**config.mk**
```make
export PLATFORM = sky130hd
export DESIGN_NAME = fib_stream_cipher_core
export DESIGN_NICKNAME = d
export VERILOG_FILES = /design/src/rtl/fib_stream_cipher_core.sv
export SDC_FILE = /design/constraint.sdc
export NUM_CORES = 1
export LEC_CHECK = 0
export CORE_ASPECT_RATIO = 0.5
export CORE_UTILIZATION = 65
export DETAILED_ROUTE_END_ITERATION = 10
export DONT_BUFFER_PORTS = 1
export PLACE_DENSITY = 0.81
export SETUP_SLACK_MARGIN = 0.2
export SLEW_MARGIN = 5
export SYNTH_ARGS = -nofsm -noshare
export SYNTH_HDL_FRONTEND = slang
export SYNTH_SLANG_ARGS = --single-unit
```
**constraint.sdc**
```tcl
create_clock -name clk -period 10.7 [get_ports clk]
set_input_delay 1.605 -clock clk [delete_from_list [all_inputs] [get_ports clk]]
set_output_delay 1.605 -clock clk [all_outputs]
set_load 0.01 [all_outputs]
```
**src/rtl/fib_stream_cipher_core.sv**
```systemverilog
// Fibonacci keystream cipher: Zeckendorf-encodes an N/M counter pair one digit per cycle,
// combines the codes into a keystream word and XORs it bit-serially onto a handshaked plaintext stream.
module fib_stream_cipher_core #(
  parameter int unsigned W         = 16,
  parameter int unsigned FW        = 23,
  parameter int unsigned M_STEP    = 1,
  parameter int unsigned NUM_WORDS = 0
) (
  input  logic          clk,
  input  logic          rst,
  input  logic          en,
  input  logic          start,
  input  logic [W-1:0]  key_n,
  input  logic [W-1:0]  key_m,
  input  logic          in_valid,
  output logic          in_ready,
  input  logic          in_bit,
  output logic          out_valid,
  input  logic          out_ready,
  output logic          out_bit,
  output logic [FW-1:0] ks_word,
  output logic          ks_valid,
  output logic          busy,
  output logic          all_done
);

  localparam int unsigned IW = (FW > 1) ? $clog2(FW) : 1;
  localparam logic [63:0] WMAX = (64'd1 << (W + 1)) - 64'd1;

  // F(i+2), saturated so the sequence cannot overflow for large FW
  function automatic logic [63:0] fib64(input int unsigned i);
    logic [63:0] a, b, t;
    a = 64'd1;
    b = 64'd2;
    for (int unsigned k = 0; k < i; k++) begin
      t = a + b;
      a = b;
      b = (t > 64'h4000_0000_0000_0000) ? 64'h4000_0000_0000_0000 : t;
    end
    return a;
  endfunction

  if (fib64(FW) <= ((64'd1 << W) - 64'd1)) begin : g_fw_too_small
    $error("FW too small: F(FW+2) must exceed 2^W-1");
  end

  logic [W:0] weight [FW];
  for (genvar gi = 0; gi < FW; gi++) begin : g_weight
    localparam logic [63:0] FV = fib64(gi);
    assign weight[gi] = (FV > WMAX) ? {(W + 1){1'b1}} : FV[W:0];
  end

  typedef enum logic [2:0] {S_IDLE, S_LOAD, S_CONV, S_EMIT, S_DRAIN} state_t;

  state_t         state_q;
  logic [W-1:0]   n_q, m_q;
  logic [W-1:0]   rem_n_q, rem_m_q;
  logic [FW-1:0]  nfib_q, mfib_q;
  logic [IW-1:0]  idx_q, bit_q;
  logic [31:0]    wcnt_q;
  logic [FW-1:0]  ks_word_q;
  logic           ks_valid_q, out_valid_q, out_bit_q, all_done_q;

  logic [W:0]     w_cur;
  logic           dig_n_d, dig_m_d;
  logic [W-1:0]   rem_n_d, rem_m_d;
  logic [FW-1:0]  nfib_d, mfib_d, ks_d;
  logic           accept, last_bit;

  // Greedy Zeckendorf step for both counters against the current digit weight
  assign w_cur   = weight[idx_q];
  assign dig_n_d = ({1'b0, rem_n_q} >= w_cur);
  assign dig_m_d = ({1'b0, rem_m_q} >= w_cur);
  assign rem_n_d = dig_n_d ? (rem_n_q - w_cur[W-1:0]) : rem_n_q;
  assign rem_m_d = dig_m_d ? (rem_m_q - w_cur[W-1:0]) : rem_m_q;
  assign nfib_d  = nfib_q | (FW'(dig_n_d) << idx_q);
  assign mfib_d  = mfib_q | (FW'(dig_m_d) << idx_q);
  assign ks_d    = nfib_d ^ {mfib_d[FW-2:0], mfib_d[FW-1]};

  assign in_ready = (state_q == S_EMIT) & en & (~out_valid_q | out_ready);
  assign accept   = in_valid & in_ready;
  assign last_bit = (bit_q == IW'(FW - 1));

  always_ff @(posedge clk) begin
    if (rst) begin
      state_q     <= S_IDLE;
      n_q         <= '0;
      m_q         <= '0;
      rem_n_q     <= '0;
      rem_m_q     <= '0;
      nfib_q      <= '0;
      mfib_q      <= '0;
      idx_q       <= '0;
      bit_q       <= '0;
      wcnt_q      <= '0;
      ks_word_q   <= '0;
      ks_valid_q  <= 1'b0;
      out_valid_q <= 1'b0;
      out_bit_q   <= 1'b0;
      all_done_q  <= 1'b0;
    end else begin
      ks_valid_q <= 1'b0;

      if (accept) begin
        out_bit_q   <= in_bit ^ ks_word_q[bit_q];
        out_valid_q <= 1'b1;
      end else if (out_valid_q && out_ready) begin
        out_valid_q <= 1'b0;
      end

      case (state_q)
        S_IDLE: begin
          if (start) begin
            n_q        <= key_n;
            m_q        <= key_m;
            wcnt_q     <= '0;
            all_done_q <= 1'b0;
            idx_q      <= IW'(FW - 1);
            state_q    <= S_LOAD;
          end
        end
        S_LOAD: begin
          if (en) begin
            rem_n_q <= n_q;
            rem_m_q <= m_q;
            nfib_q  <= '0;
            mfib_q  <= '0;
            idx_q   <= IW'(FW - 1);
            state_q <= S_CONV;
          end
        end
        S_CONV: begin
          if (en) begin
            rem_n_q <= rem_n_d;
            rem_m_q <= rem_m_d;
            nfib_q  <= nfib_d;
            mfib_q  <= mfib_d;
            if (idx_q == '0) begin
              ks_word_q  <= ks_d;
              ks_valid_q <= 1'b1;
              bit_q      <= '0;
              state_q    <= S_EMIT;
            end else begin
              idx_q <= idx_q - 1'b1;
            end
          end
        end
        S_EMIT: begin
          if (accept) begin
            if (last_bit) begin
              n_q    <= n_q + 1'b1;
              m_q    <= m_q + W'(M_STEP);
              wcnt_q <= wcnt_q + 32'd1;
              if ((NUM_WORDS != 0) && (wcnt_q + 32'd1 == NUM_WORDS)) begin
                all_done_q <= 1'b1;
                state_q    <= S_DRAIN;
              end else begin
                state_q <= S_LOAD;
              end
            end else begin
              bit_q <= bit_q + 1'b1;
            end
          end
        end
        S_DRAIN: begin
          if (!out_valid_q) state_q <= S_IDLE;
        end
        default: state_q <= S_IDLE;
      endcase
    end
  end

  assign out_valid = out_valid_q;
  assign out_bit   = out_bit_q;
  assign ks_word   = ks_word_q;
  assign ks_valid  = ks_valid_q;
  assign busy      = (state_q != S_IDLE);
  assign all_done  = all_done_q;

endmodule
```
* Word-level counts from Yosys, hierarchy flattened *
Memory sizes are Yosys's and may differ from the RTL's.
Index checks and enable logic that the tools add are counted.

cells by class
  $add $sub $neg = 6
  order comparisons = 4
  equal/unequal tests = 16
  shift operators = 2
  mux-type cells = 46
  bitwise gates (word level) = 12
  reduce and logical (&&, ||, !) cells = 18

operators with widths
  operator                                                    number
  two-way mux 16 bit                                          12
  case mux 16 bit (2 select lines)                            4
  case mux 23 bit (2 select lines)                            2
  two-way mux 23 bit                                          3
  OR 23 bit                                                   2
  << shifter 1 x 5 -> 23 bit                                  2
  two-way mux 5 bit                                           8
  >= comparator 16 x 17 -> 1 bit                              2
  two-way mux 17 bit                                          2
  adder 16 x 1 -> 16 bit, second input constant               2
  subtractor 16 bit                                           2
  XOR 23 bit                                                  1
  inequality test 2 bit, second input constant                11
  two-way mux 3 bit                                           7
  case mux 3 bit (5 select lines)                             1
  case mux 5 bit (3 select lines)                             1
  AND reduction 4 bit                                         3
  case mux 5 bit (2 select lines)                             1
  AND reduction 5 bit                                         2
  nonzero test 2 bit                                          4
  AND reduction 7 bit                                         1
  == test 3 x 2 -> 1 bit, second input constant               2
  >= comparator 6 bit, second input constant                  1
  less-than comparator 5 x 6 -> 1 bit, second input constant  1
  other kinds (18)                                            27

storage, ports and cells
  register bits after elaboration = 149
  memory bits (read-only) = 544
  bits of input ports = 39
  output and inout bits = 29
  word-level logic and storage cells = 118
  memories = 1

memory list
  name              depth  bits a word  rd ports  clocked after Yosys merged registers in  write ports  line  source
  (name not given)  32     17           1         0                                        0            71    assign w_cur = weight[idx_q];

* Longest topological paths before layout *
  word-level depth = 9
  gate-level depth with buffers = 23
  depth with buffers taken out = 17

* Worst setup path before layout *
No wires, ideal clock.

  path type = flip-flop to flip-flop
  start point = register idx_q[0]
  end point = register rem_m_q[14]
  setup time = 91 ps
  arrival time = 4525 ps
  required time = 10609 ps
  path slack = 6084 ps
  stages on the path, launching flop included = 22
  buffers on the path = 4
  clock period less this slack = 4616 ps
  cells stage by stage = dfxtp_1 > buf_2 > inv_1 > clkbuf_1 > clkbuf_1 > clkbuf_1 > ha_1 > nor2_1 > a211o_1 > o21ai_0 > o21ai_0 > inv_1 > fa_1 > nor2b_1 > o31a_1 > o22ai_1 > a211oi_1 > o21ai_0 > a31oi_1 > mux2i_1 > o21ai_0 > a311oi_1

on the way
  word-level cells in the longest chain between the ends = 8
  elaborated cells between the ends (all ways) = 11
  those cells by class = add/sub: 1; order compare: 1; eq/ne: 1; mux: 5; bitwise: 1; reduce/logical: 1; memory: 1

RTL lines
  element                                                   line  source
  from (decl)                                               59    logic [IW-1:0] idx_q, bit_q;
  from (signal assigned)                                    118   idx_q <= IW'(FW - 1);
  from (signal assigned)                                    128   idx_q <= IW'(FW - 1);
  from (signal assigned)                                    144   idx_q <= idx_q - 1'b1;
  NOT 5 -> 6 bit (not written as such) *                    71
  memory (32 x 17 bit) *                                    --
  two-way mux 17 bit (not written as such) * (2 in series)  71
  subtractor 16 bit                                         75    assign rem_m_d = dig_m_d ? (rem_m_q - w_cur[W-1:0]) : rem_m_q;
  two-way mux 16 bit                                        75
  two-way mux 16 bit                                        133   if (en) begin
  case mux 16 bit (2 select lines)                          111   case (state_q)
  to (signal assigned)                                      125   rem_m_q <= m_q;
  to (signal assigned)                                      135   rem_m_q <= rem_m_d;
  to (decl)                                                 57    logic [W-1:0] rem_n_q, rem_m_q;

Every way passes the cells marked *; elsewhere a longest branch is shown, timed or not. The select of a mux whose other input is x is not followed.
A chain may end at the register's enable or synchronous reset.

* Final worst setup path *
  start point = register idx_q[0]
  end point = register ks_word_q[10] (netlist: ks_word[10])

on the way
  word-level cells in the longest chain between the ends = 8
  elaborated cells between the ends (all ways) = 13
  those cells by class = order compare: 2; shift: 2; mux: 2; bitwise: 4; reduce/logical: 2; memory: 1

RTL lines
  element                                                   line    source
  NOT 5 -> 6 bit (not written as such)                      71
  memory (32 x 17 bit)                                      --
  two-way mux 17 bit (not written as such) (2 in series)    71
  >= comparator 16 x 17 -> 1 bit, on equally long branches  72, 73
  << shifter 1 x 5 -> 23 bit, on equally long branches      76, 77
  OR 23 bit, on equally long branches                       76, 77
  XOR 23 bit                                                78      assign ks_d = nfib_d ^ {mfib_d[FW-2:0], mfib_d[FW-1]};
  to (signal assigned)                                      139     ks_word_q <= ks_d;
  to (decl)                                                 61      logic [FW-1:0] ks_word_q;

Several ways; a longest one is shown, not always the timed one. The select of a mux whose other input is x is not followed.

==> impl_metrics.toml <==
[yosys]
ys_seq_area_share_pct = 30.7
yosysTopAreaCell = "dfxtp_1"
ys.flop_type = "dfxtp_1"
ys_seq_elements = 148
synth_top_area_share_pct = 30.7
syn_inst = 1220
synth.area.top_cells = "dfxtp_1 (31%), nor2_1 (5.8%), ha_1 (5.6%), a21oi_1 (4.8%), a211oi_1 (4.6%)"
netlist-cell-type-count = 92
synth_edf_count = 0
yosysWarnings = 0
syn-num-nets = 1304
syn_avg_cell_area_um2 = 7.92
async_flop_share_pct = 0
synth_area_mm2 = 0.00966

[detailed_routing]
wl_per_cell_um = 20.6
vias_per_cell = 6.81
drc = 0
dr.first_iter.drc_count = 1071
vias = 9306
antenna_left = 0
drtPass1Iterations = 5
drt_wl_total_um = 28100

[worst_setup_path]
reg2reg_from = "idx_q[0]"
cp.required_ns = 11.02
startpoint = "idx_q[0]"
cp-start-kind = "flop"
cp_max_fo = 31
reg2reg_depth = 16
r2r-end = "ks_word[10]"
crit_path_end = "ks_word[10]"
crit_type = "flop to flop"
critPathArrivalTime_ns = 6.62
end_kind = "flop"
reg2reg_slack_ns = 4.41

[final_layout]
syn2layout_area_growth_pct = 5.56
drive_above_1_share_pct = 7.36
fill_cells = 1158
final_core_util_pct = 70.5
num_antenna_cells = 0
num-nets-final = 1240

[outcome]
status = "complete, no violations"

[clock_network]
cts-buffers-inserted = 17
clk_pin_slew_ns = 0.07
post_cts_buffers = 0
clock_sink_count = 148
hold_buffers = 0
root_buffer = "clkbuf_16"
ctsHtreeMaxLevel = 4
insertion_delay_ns = 0.44
cts_tree = "built"
cts_resized = 0
clk_path_buf_depth = 2

[timing]
slew_viol_final = 0
post-route-min-period_ns = 6.29
fmax_ghz = 0.159
grt_setup_unrepaired = "false"
worstMarginPinSlew_ns = 1.19
hold_ws_ns = 0.461
setup_viol = 0
hold_violations = 0
fin_crit_sh_pct = 58.8
tns_ns = 0
relSlewSlack_pct = 20.6
fin_skew_ns = 0.0146

[floorplan]
core_area_mm2 = 0.0145
fp-row-count = 31
die_w_um = 174
die_area_mm2 = 0.0154
start_util_pct = 66.8
die_y_um = 88.2
ioPinCount = 68

[global_routing]
antenna_found_initial = 0
grt_max_degree = 135
grt_first_pass_wirelength_um = 44800
grt_use_total_pct = 37.0
gr-total-overflow = 0
grt_pass1_vias = 8427

[power]
power.density_mw_per_mm2 = 311
irDropWorstVdd_uv = 157
leakagePower_nw = 3.57

[hold_path]
holdCritPathClass = "flop to flop"

[run]
maxCapViolCount = 0

[placed_design]
gp_congestion = 0.942
dp_hpwl_um = 18700
io_buffer_count = 0
[cell usage after synthesis, drive strengths merged, types with 7 or more instances]
master and count:
nor3 34, nor2 149, buf 26, a22o 7
a21o 8, and2 10, a311oi 12, mux2i 27
o2bb2ai 7, xor2 21, nand4 18, a21oi 94
nand2 88, nor2b 19, and3 14, clkbuf 67
a31oi 22, inv 35, xnor2 12, a211oi 61
ha 43, a32oi 20, o22ai 17, dfxtp 148
o21ai 80, a22oi 17, or3 8, o31ai 9
nand3 37
[critical path: stages, from the launching register on]
cell and delay, ns:
dfxtp_1 1.11, inv_1 0.85, ha_1 0.72, nor2_1 0.07, a211o_1 0.28, o21ai_0 0.06
o21ai_0 0.18, ha_1 0.40, nand2b_1 0.07, a21oi_1 0.18, o21a_1 0.16, o221a_2 0.23
a211oi_2 0.07, o21ba_1 0.37, o21ai_2 0.89, a311oi_1 0.21, o31a_1 0.31
[cells by family after synthesis]
kind of cell	synth area share (%)
compound gates	30.4
simple gates	19.5
flops	30.7
buf+inv	5.49
fa+ha+maj	6.30
mux	4.59
xor+xnor	2.99
other cells	0.0388
[final cells by class]
| class | count | area, um^2 | share of cell area [%] |
|---|---|---|---|
| Timing Repair Buffer | 10 | 75.1 | 0.736 |
| Clock buffer | 18 | 439 | 4.31 |
| Inverter | 36 | 135 | 1.33 |
| Clock inverter | 14 | 150 | 1.47 |
| Multi-Input combinational cell | 943 | 6190 | 60.7 |
| Sequential cell | 148 | 2960 | 29.1 |
| Tap cell | 198 | 248 | 2.43 |
[state kept, by name, indices dropped and copies added, names as in the netlist]
signal,cells
ks_word,23
mfib_q,23
nfib_q,23
m_q,16
n_q,16
rem_m_q,16
rem_n_q,16
bit_q,5
idx_q,5
state_q,2
ks_valid,1
out_bit,1
out_valid,1
[power breakdown]
part / internal (W) / switching (W)
Sequential: 0.000653 / 0.000139
Combinational: 0.000647 / 0.00113
Clock: 0.000320 / 0.000288
[cell usage in the layout, fill, tap and decap left out, drive strengths merged, types with 21 or more instances in the layout]
cell type	count
a21oi	94
mux2i	27
nand2	88
nand3	37
a31oi	22
a211oi	61
xor2	21
o21ai	80
ha	43
inv	47
nor3	34
dfxtp	148
nor2	149
[how the worst min path moves through the flow]
stage | slack (ns) | endpoint | startpoint | cells past startpoint
floorplan | 0.43 | rem_n_q[0] | rem_n_q[0] | 2
global placement | 0.44 | rem_n_q[0] | rem_n_q[0] | 2
detailed placement | 0.45 | nfib_q[22] | nfib_q[22] | 2
CTS | 0.46 | nfib_q[22] | nfib_q[22] | 2
global route | 0.48 | nfib_q[15] | nfib_q[15] | 2
finish | 0.46 | mfib_q[10] | mfib_q[10] | 2
[routing by layer]
metal | global-route usage, % | part of all wire (%) | vias up
li1 | - | - | 4416
met1 | 52.0 | 45 | 4341
met2 | 55.5 | 43 | 489
met3 | 8.42 | 10 | 60
met4 | 13.8 | 2.6 | 0
met5 | 0 | 0 | -
[metrics by stage]
step                      instances  worst slack (ns)  total power (W)  cell area (um^2)
final                          1367              4.41          0.00318             10200
after global routing           1367              4.02          0.00338             10200
after CTS                      1367              4.62          0.00312             10200
after detailed placement       1335              4.64          0.00250              9610
after global placement         1335              4.93          0.00245              9610
after floorplan                1220              6.08          0.00215              9660
No activity file was read; power rests on OpenSTA's default activity.
